**src/rtl/reflex_trigger.sv**
```systemverilog
// reflex_trigger: decides when a reflex correction fires from per-line symmetry metrics.
// A drift excursion must persist for DEBOUNCE consecutive lines, a jerk excursion fires
// at once, and every fire is followed by a cooldown of COOLDOWN_LINES metric strobes.
// Each fire emits a one-cycle pulse, a direction bit and a saturated correction command.
// Optional feature macro: SPREAD_CHECK_EN (spread excursion OR'd into the drift debounce).
module reflex_trigger #(
  parameter int DRIFT_W        = 24,
  parameter int SPREAD_W       = 32,
  parameter int DEBOUNCE       = 3,
  parameter int COOLDOWN_LINES = 8,
  parameter int GAIN_SHIFT     = 6,
  parameter int CMD_W          = 12
) (
  input  logic                       clk,
  input  logic                       rst,
  input  logic                       enable,
  input  logic                       metric_valid,
  input  logic signed [DRIFT_W-1:0]  drift_metric,
  input  logic signed [SPREAD_W-1:0] spread_metric,
  input  logic signed [DRIFT_W-1:0]  sudden_change,
  input  logic        [DRIFT_W-1:0]  drift_thresh,
  input  logic        [DRIFT_W-1:0]  jerk_thresh,
  input  logic        [SPREAD_W-1:0] spread_thresh,
  output logic                       reflex_fire,
  output logic                       reflex_dir,
  output logic signed [CMD_W-1:0]    correction_cmd,
  output logic        [7:0]          fire_count,
  output logic        [2:0]          state_o
);

  // Magnitudes carry one extra bit so the most negative input has a representable |x|.
  localparam int MAG_W = DRIFT_W + 1;
  localparam int SMAG_W = SPREAD_W + 1;

  // The saturation compare runs at whichever is wider: the negated drift or the command.
  localparam int EXT_W = (MAG_W > CMD_W) ? MAG_W : CMD_W;

  localparam logic signed [EXT_W-1:0] CMD_MAX =
    {{(EXT_W - CMD_W + 1){1'b0}}, {(CMD_W - 1){1'b1}}};
  localparam logic signed [EXT_W-1:0] CMD_MIN =
    {{(EXT_W - CMD_W + 1){1'b1}}, {(CMD_W - 1){1'b0}}};

  // Counter widths are sized to hold their terminal value exactly.
  localparam int DEB_W = $clog2(DEBOUNCE + 1);
  localparam int CD_W  = $clog2(COOLDOWN_LINES + 1);

  localparam logic [DEB_W-1:0] DEB_LAST = DEB_W'(DEBOUNCE);
  localparam logic [CD_W-1:0]  CD_LAST  = CD_W'(COOLDOWN_LINES);

  typedef enum logic [2:0] {
    IDLE     = 3'd0,
    MONITOR  = 3'd1,
    PENDING  = 3'd2,
    FIRE     = 3'd3,
    COOLDOWN = 3'd4
  } state_t;

  state_t state;
  logic [DEB_W-1:0] deb_cnt;
  logic [CD_W-1:0]  cd_cnt;

  logic signed [MAG_W-1:0] drift_ext;
  logic signed [MAG_W-1:0] sudden_ext;
  logic        [MAG_W-1:0] drift_mag;
  logic        [MAG_W-1:0] sudden_mag;
  logic signed [MAG_W-1:0] drift_shr;
  logic signed [MAG_W-1:0] drift_neg;
  logic signed [EXT_W-1:0] neg_ext;
  logic signed [CMD_W-1:0] cmd_sat;

  logic drift_hit;
  logic jerk_hit;
  logic level_hit;
  logic [DEB_W-1:0] deb_next;
  logic [CD_W-1:0]  cd_next;
  logic fire_now;

  // Sign-extend the metrics and form strict-threshold hit flags from their magnitudes.
  always_comb begin
    drift_ext  = {drift_metric[DRIFT_W-1], drift_metric};
    sudden_ext = {sudden_change[DRIFT_W-1], sudden_change};
    drift_mag  = drift_ext[MAG_W-1]  ? (~drift_ext  + MAG_W'(1)) : drift_ext;
    sudden_mag = sudden_ext[MAG_W-1] ? (~sudden_ext + MAG_W'(1)) : sudden_ext;
    drift_hit  = drift_mag  > {1'b0, drift_thresh};
    jerk_hit   = sudden_mag > {1'b0, jerk_thresh};
  end

`ifdef SPREAD_CHECK_EN
  logic signed [SMAG_W-1:0] spread_ext;
  logic        [SMAG_W-1:0] spread_mag;
  logic                     spread_hit;

  // A spread excursion counts as a level hit and shares the drift debounce.
  always_comb begin
    spread_ext = {spread_metric[SPREAD_W-1], spread_metric};
    spread_mag = spread_ext[SMAG_W-1] ? (~spread_ext + SMAG_W'(1)) : spread_ext;
    spread_hit = spread_mag > {1'b0, spread_thresh};
    level_hit  = drift_hit | spread_hit;
  end
`else
  logic unused_spread;

  // Without the spread check only drift feeds the debounce; spread inputs are dropped.
  always_comb begin
    level_hit     = drift_hit;
    unused_spread = ^{spread_metric, spread_thresh, SMAG_W[0]};
  end
`endif

  // Correction is the negated, scaled drift, clamped into the signed command range.
  always_comb begin
    drift_shr = drift_ext >>> GAIN_SHIFT;
    drift_neg = -drift_shr;
    neg_ext   = EXT_W'(drift_neg);
    if (neg_ext > CMD_MAX) begin
      cmd_sat = CMD_MAX[CMD_W-1:0];
    end else if (neg_ext < CMD_MIN) begin
      cmd_sat = CMD_MIN[CMD_W-1:0];
    end else begin
      cmd_sat = neg_ext[CMD_W-1:0];
    end
  end

  // Decide whether this cycle's strobe qualifies a fire; jerk always wins over debounce.
  always_comb begin
    deb_next = deb_cnt + DEB_W'(1);
    cd_next  = cd_cnt + CD_W'(1);
    fire_now = 1'b0;
    if (enable && metric_valid) begin
      if (state == MONITOR) begin
        fire_now = jerk_hit || (level_hit && (DEBOUNCE == 1));
      end else if (state == PENDING) begin
        fire_now = jerk_hit || (level_hit && (deb_next == DEB_LAST));
      end
    end
  end

  // Main controller: enable=0 dominates, otherwise strobe-driven state progression.
  always_ff @(posedge clk or posedge rst) begin
    if (rst) begin
      state       <= IDLE;
      deb_cnt     <= '0;
      cd_cnt      <= '0;
      reflex_fire <= 1'b0;
    end else if (!enable) begin
      state       <= IDLE;
      deb_cnt     <= '0;
      cd_cnt      <= '0;
      reflex_fire <= 1'b0;
    end else if (fire_now) begin
      state       <= FIRE;
      deb_cnt     <= '0;
      cd_cnt      <= '0;
      reflex_fire <= 1'b1;
    end else begin
      reflex_fire <= 1'b0;
      case (state)
        IDLE: begin
          state <= MONITOR;
        end
        MONITOR: begin
          if (metric_valid && level_hit) begin
            state   <= PENDING;
            deb_cnt <= DEB_W'(1);
          end
        end
        PENDING: begin
          if (metric_valid) begin
            if (level_hit) begin
              deb_cnt <= deb_next;
            end else begin
              state   <= MONITOR;
              deb_cnt <= '0;
            end
          end
        end
        FIRE: begin
          state  <= COOLDOWN;
          cd_cnt <= '0;
        end
        COOLDOWN: begin
          if (metric_valid) begin
            if (cd_next == CD_LAST) begin
              state  <= MONITOR;
              cd_cnt <= '0;
            end else begin
              cd_cnt <= cd_next;
            end
          end
        end
        default: begin
          state   <= IDLE;
          deb_cnt <= '0;
          cd_cnt  <= '0;
        end
      endcase
    end
  end

  // Capture direction and command from the triggering line; count fires up to 255.
  always_ff @(posedge clk or posedge rst) begin
    if (rst) begin
      reflex_dir     <= 1'b0;
      correction_cmd <= '0;
      fire_count     <= '0;
    end else if (fire_now) begin
      reflex_dir     <= ~drift_metric[DRIFT_W-1];
      correction_cmd <= cmd_sat;
      if (fire_count != 8'hFF) begin
        fire_count <= fire_count + 8'd1;
      end
    end
  end

  assign state_o = state;

endmodule

```
**config.mk**
```make
export PLATFORM = sky130hd
export DESIGN_NAME = reflex_trigger
export DESIGN_NICKNAME = d
export VERILOG_FILES = /design/src/rtl/reflex_trigger.sv
export SDC_FILE = /design/constraint.sdc
export NUM_CORES = 1
export LEC_CHECK = 0
export ABC_CLOCK_PERIOD_IN_PS = 2850
export BUFFER_PORTS_ARGS = -buffer_cell sky130_fd_sc_hd__buf_2
export CAP_MARGIN = 0
export CORE_MARGIN = 3
export CORE_UTILIZATION = 30
export DETAILED_ROUTE_END_ITERATION = 7
export PLACE_DENSITY = 0.65
export SYNTH_ARGS = -nofsm -noshare
export SYNTH_HDL_FRONTEND = slang
export SYNTH_SLANG_ARGS = --single-unit
```
**constraint.sdc**
```tcl
create_clock -name clk -period 2.85 [get_ports clk]
set_clock_uncertainty 0.05 [all_clocks]
set_input_delay 0.285 -clock clk [delete_from_list [all_inputs] [get_ports clk]]
set_output_delay 0.285 -clock clk [all_outputs]
set_load 0.05 [all_outputs]
```
# Word-level counts from Yosys, hierarchy flattened
# Cells that the tools add are included.
[word_totals]
regBits = 31
inputBits = 164
ramBits = 0
word_cells = 73
latchBits = 0
romBits = 0
n_memories = 0
[op_classes]
n_reduce_logical = 11
add_sub_neg = 6
eq_ne = 14
div_mod_pow = 0
bitwise_logic = 3
mul = 0
mux = 28
shifts = 0
magnitude_cmp = 4
[op_table]
columns = ["operator", "n"]
rows = [
  ["$add 25x2->25 const B", 2],
  ["$gt 25x24->1", 2],
  ["$mux 25", 2],
  ["$not 24->25", 2],
  ["$gt 25x12->1 const B", 1],
  ["$lt 25x12->1 const B", 1],
  ["$neg 18->25", 1],
  ["$mux 12", 2],
  ["$mux 3", 7],
  ["$mux 4", 4],
  ["$ne 4x4->1 const B", 4],
  ["$pmux 3 s5", 1],
  ["$mux 2", 5],
  ["$add 8x1->8 const B", 1],
  ["$ne 8x8->1 const B", 1],
  ["$pmux 4 s2", 1],
  ["$eq 3x2->1 const B", 2],
  ["$ne 3x2->1 const B", 2],
  ["$pmux 2 s3", 1],
  ["$reduce_or 3->1", 2],
  ["$mux 1", 5],
  ["$reduce_and 5->1", 1],
  ["$add 4x1->4 const B", 1],
  ["$eq 4x4->1 const B", 1],
  ["11 further kinds", 14],
]

# Longest topological paths before layout
[depth]
word_depth = 11
ltp_mapped = 20

# Worst setup path after synthesis
# OpenSTA, ideal clock, no wires.
[synth_path]
path_kind = "input port to flip-flop"
start = "input port sudden_change[4]"
end = "register cd_cnt[3]"
slack_ps = -1424
stages = 17
arrival_time_ps = 4098
n_path_buf = 0
path_cell_list = "nor4_1 -> nand2_1 -> or4_1 -> nand2b_1 -> or4_1 -> o41ai_1 -> xnor2_1 -> ha_1 -> nand3_1 -> nor4_1 -> o221ai_1 -> o2111ai_1 -> nand2_1 -> o31ai_4 -> a21oi_1 -> o2111a_1 -> a221o_1"
[synth_between]
elab_chain_len = 10
[synth_lines]
columns = ["item", "line_no", "rtl"]
rows = [
  ["start: declaration", "20", "input logic signed [DRIFT_W-1:0] sudden_change,"],
  ["$not 24->25", "83", "sudden_mag = sudden_ext[MAG_W-1] ? (~sudden_ext + MAG_W'(1)) : sudden_ext;"],
  ["$add 25x2->25", "83", ""],
  ["$mux 25 *", "83", ""],
  ["$gt 25x24->1 *", "85", "jerk_hit = sudden_mag > {1'b0, jerk_thresh};"],
  ["$logic_or 1x1->1", "133", "fire_now = jerk_hit || (level_hit && (deb_next == DEB_LAST));"],
  ["$mux 1", "132", "end else if (state == PENDING) begin"],
  ["$mux 1 *", "130", "if (state == MONITOR) begin"],
  ["$mux 1 *", "129", "if (enable && metric_valid) begin"],
  ["$ne 4x4->1 (no line), or another cell as far along", "--", ""],
  ["$reduce_and 2->1 (no line) or $mux 4 (tied branches)", "--", ""],
  ["end signal: assignment", "187", "cd_cnt <= cd_next;"],
  ["end: declaration", "60", "logic [CD_W-1:0] cd_cnt;"],
]
# Every way passes the cells marked *; elsewhere a longest branch is shown, timed or not.
# A chain may end at the register's enable or synchronous reset.

# Worst setup path in the final report
[layout_path]
start = "input port sudden_change[5]"
end = "register cd_cnt[1]"
# Same word-level chain as after synthesis.

==> results.json <==
{
  "place_congestion": 0.8700,
  "cts_root_buf": "clkbuf_16",
  "drt-initial-drc-count": 165,
  "start_util_pct": 31.01,
  "synth-async-reset-ratio_pct": 100.0,
  "seq_area_frac_synth_pct": 18.74,
  "rsz0062_at_grt": "true",
  "cts_sinks": 31,
  "cap_violations": 0,
  "vias": 4662,
  "grt_usage_pct": 15.80,
  "syn_nets": 762,
  "critPathBufInv": 2,
  "path_clk_slew_ns": 0.05,
  "max_slew.worst_pin.slew_ns": 1.242,
  "ant_nets": 0,
  "row_count": 42,
  "die_w_um": 123.5,
  "synth_edf_count": 0,
  "clk_latency_ns": 0.28,
  "synth.cell_area_mm2": 0.004139,
  "avgSynthCellArea_um2": 7.622,
  "synth_top_area_share_pct": 18.74,
  "clock_path_buffers": 2,
  "timing.critical_path.from_type": "primary input",
  "crit_required_ns": 2.96,
  "drt_first_pass_iters": 4,
  "p_leak_uw": 0.003173,
  "pre_cts_slack_ns": -1.416,
  "cp.arrival_ns": 3.99,
  "port_buffers": 124,
  "antenna_found_initial": 0,
  "grt-ovfl-total": 0,
  "core_mm2": 0.01335,
  "yosysWarnings": 0,
  "synth_seq_cells": 31,
  "yosysMostFrequentCell": "nand2_1",
  "synth.area.top_cells": "dfrtp_1 (19%), ha_1 (17%), xnor2_1 (11%)",
  "die_area_mm2": 0.01524,
  "cts_buffers": 5,
  "p_per_area_mw_per_mm2": 397.1,
  "timing.final.ws_setup_ns": -1.024,
  "setup_viol": 30,
  "cts_htree_levels": 2,
  "drive_gt1_share_pct": 40.31,
  "synthXorXnorAreaFrac_pct": 12.70,
  "crit_path_max_incr_delay_ns": 0.45,
  "cp-end-kind": "flip-flop",
  "synth_top_cell_by_area": "dfrtp_1",
  "postCtsHoldBufs": 0,
  "setup_tns_ns": -27.42,
  "pin_count": 189,
  "routedWlPerCell_um": 13.13,
  "critPathKind": "in -> reg",
  "fin_crit_ns": 3.874,
  "synth_common_cells": "nand2_1 (66), inv_1 (63), ha_1 (55)",
  "dp_hpwl_um": 10370,
  "synth_top_family_by_area": "simple AND/OR/NAND/NOR gates",
  "min_period_over_period_pct": 135.9,
  "synth.area.mux_share_pct": 1.874,
  "grt_pass1_vias": 4460,
  "crit_fanout": 3,
  "synth_cells": 543,
  "slowest_stage": "or4_4",
  "grt_pass1_wl_um": 19620,
  "slew_violations": 0,
  "synth_compound_area_share_pct": 18.98,
  "fin_util_pct": 47.51,
  "vias_per_cell": 4.882,
  "grt_max_degree": 17,
  "drt_wl_total_um": 12540,
  "violations": "setup timing",
  "hold_viol": 0,
  "die_h_um": 123.5,
  "n_fill_cell": 1320,
  "crit_chain": "buf_6, nor4_4, nand2_1, or4_4, nand2b_4, or4_4, o41ai_4, xnor2_1, ha_1, nand3_2, nor4_4, buf_4, nand3_1, nand2_2, o31ai_4, a21oi_1, o2111a_1, mux2_2",
  "finalNetCount": 997,
  "synth_fa_ha_area_share_pct": 16.63,
  "maxSlewHeadroom_pct": 16.51,
  "fmax_mhz": 258.1,
  "reg2reg_slack_ns": 0.77,
  "synth_ff_type": "dfrtp_1",
  "outcome": "complete, but fails checks",
  "area_growth_syn_to_layout_pct": 53.20,
  "synthSimpleGateAreaFrac_pct": 23.67,
  "cts_tree": "done",
  "crit_family": "simple AND/OR/NAND/NOR gates",
  "worstHoldPathType": "in -> async",
  "n_antenna_cell": 0,
  "netlist-cell-type-count": 61,
  "ir_worst_vdd_mv": 0.2710,
  "power_uw": 2518,
  "drc": 0
}
[where the power goes]
part | internal (µW) | switching (µW)
Sequential | 539 | 73.5
Combinational | 478 | 805
Clock | 434 | 188
[final timing paths]
kind	from	to	cells past startpoint
max	sudden_change[5]	cd_cnt[1]$_DFFE_PP0P_	18
min	rst	reflex_fire$_DFF_PP0_	2
max reg2reg	state_o[0]$_DFFE_PP0P_	cd_cnt[1]$_DFFE_PP0P_	6
min reg2reg	correction_cmd[0]$_DFFE_PP0P_	correction_cmd[0]$_DFFE_PP0P_	2
max in group asynchronous	rst	deb_cnt[1]$_DFFE_PP0P_	3
min in group clk	enable	deb_cnt[1]$_DFFE_PP0P_	3
[cell usage in the layout, fill, tap and decap left out, types with 3 or more instances in the layout]
cell,netlist,routed
o41ai_2,0,3
a211oi_1,5,5
o31ai_1,12,8
o21ai_0,32,22
nor2b_1,6,6
xor2_1,8,8
inv_1,63,62
clkbuf_16,0,5
nand2b_1,7,5
a32oi_1,3,3
mux2_2,5,3
a21o_1,3,3
o21ai_1,9,16
nand2_1,66,64
nor2_1,26,23
o31ai_2,0,4
or3_1,4,3
buf_4,0,116
nand3b_1,3,3
buf_2,2,122
nand3_1,19,15
a21oi_1,35,34
nor4_4,0,4
a31oi_1,3,3
nor3_1,11,8
nand4_1,12,12
ha_1,55,55
buf_6,1,4
or2_2,5,3
or4_1,8,3
dfrtp_1,31,31
o21ai_2,0,3
or4_4,1,6
mux2_4,0,3
nand2b_4,1,3
xnor2_1,52,52
nand3_2,0,3
and3_1,3,3
[repair_timing]
item / in CTS / in global routing
endpoints found under the setup margin: 30 / 30
gates resized for setup: 34 / 7
pin swaps: 11 / 6
cloned: 1 / 0
setup buffers: 7 / 2
[routing by layer]
| metal | vias up | wire (µm) | global-route usage [%] |
|---|---|---|---|
| met2 | 138 | 6182 | 28.24 |
| met5 | - | 0 | 0 |
| met4 | 0 | 293 | 4.775 |
| li1 | 2392 | - | - |
| met1 | 2107 | 5479 | 19.82 |
| met3 | 25 | 583 | 1.876 |
[sequential cells by signal (all words and copies together), names as in the netlist]
name,cells
correction_cmd,12
fire_count,8
cd_cnt,4
state_o,3
deb_cnt,2
reflex_dir,1
reflex_fire,1
[stage by stage]
stage,area [µm²],hold WS [ns],instances
final,6341,0.01485,955
after global routing,6341,0.07173,955
after CTS,6304,0.03142,953
after detailed placement,5882,0.3356,937
after global placement,5882,0.3271,937
after floorplan,4307,0.3385,543
[cells by family (layout without fill, tap and decap cells)]
| group | after synthesis | after routing |
|---|---|---|
| compound gates | 122 | 122 |
| xor+xnor | 60 | 60 |
| fa+ha+maj | 55 | 55 |
| buf+inv | 79 | 315 |
| flops | 31 | 31 |
| mux | 7 | 7 |
| simple gates | 189 | 189 |
[final cells by class]
class	instances	area, µm²	share of cell area, %
clock buffer	6	138.9	2.190
clock inverter	2	35.03	0.5525
inverter	63	236.5	3.729
multi-input combinational	433	3356	52.92
sequential	31	775.7	12.23
tap	176	220.2	3.473
timing repair buffer	244	1579	24.90
(Power assumes the default switching activity.)
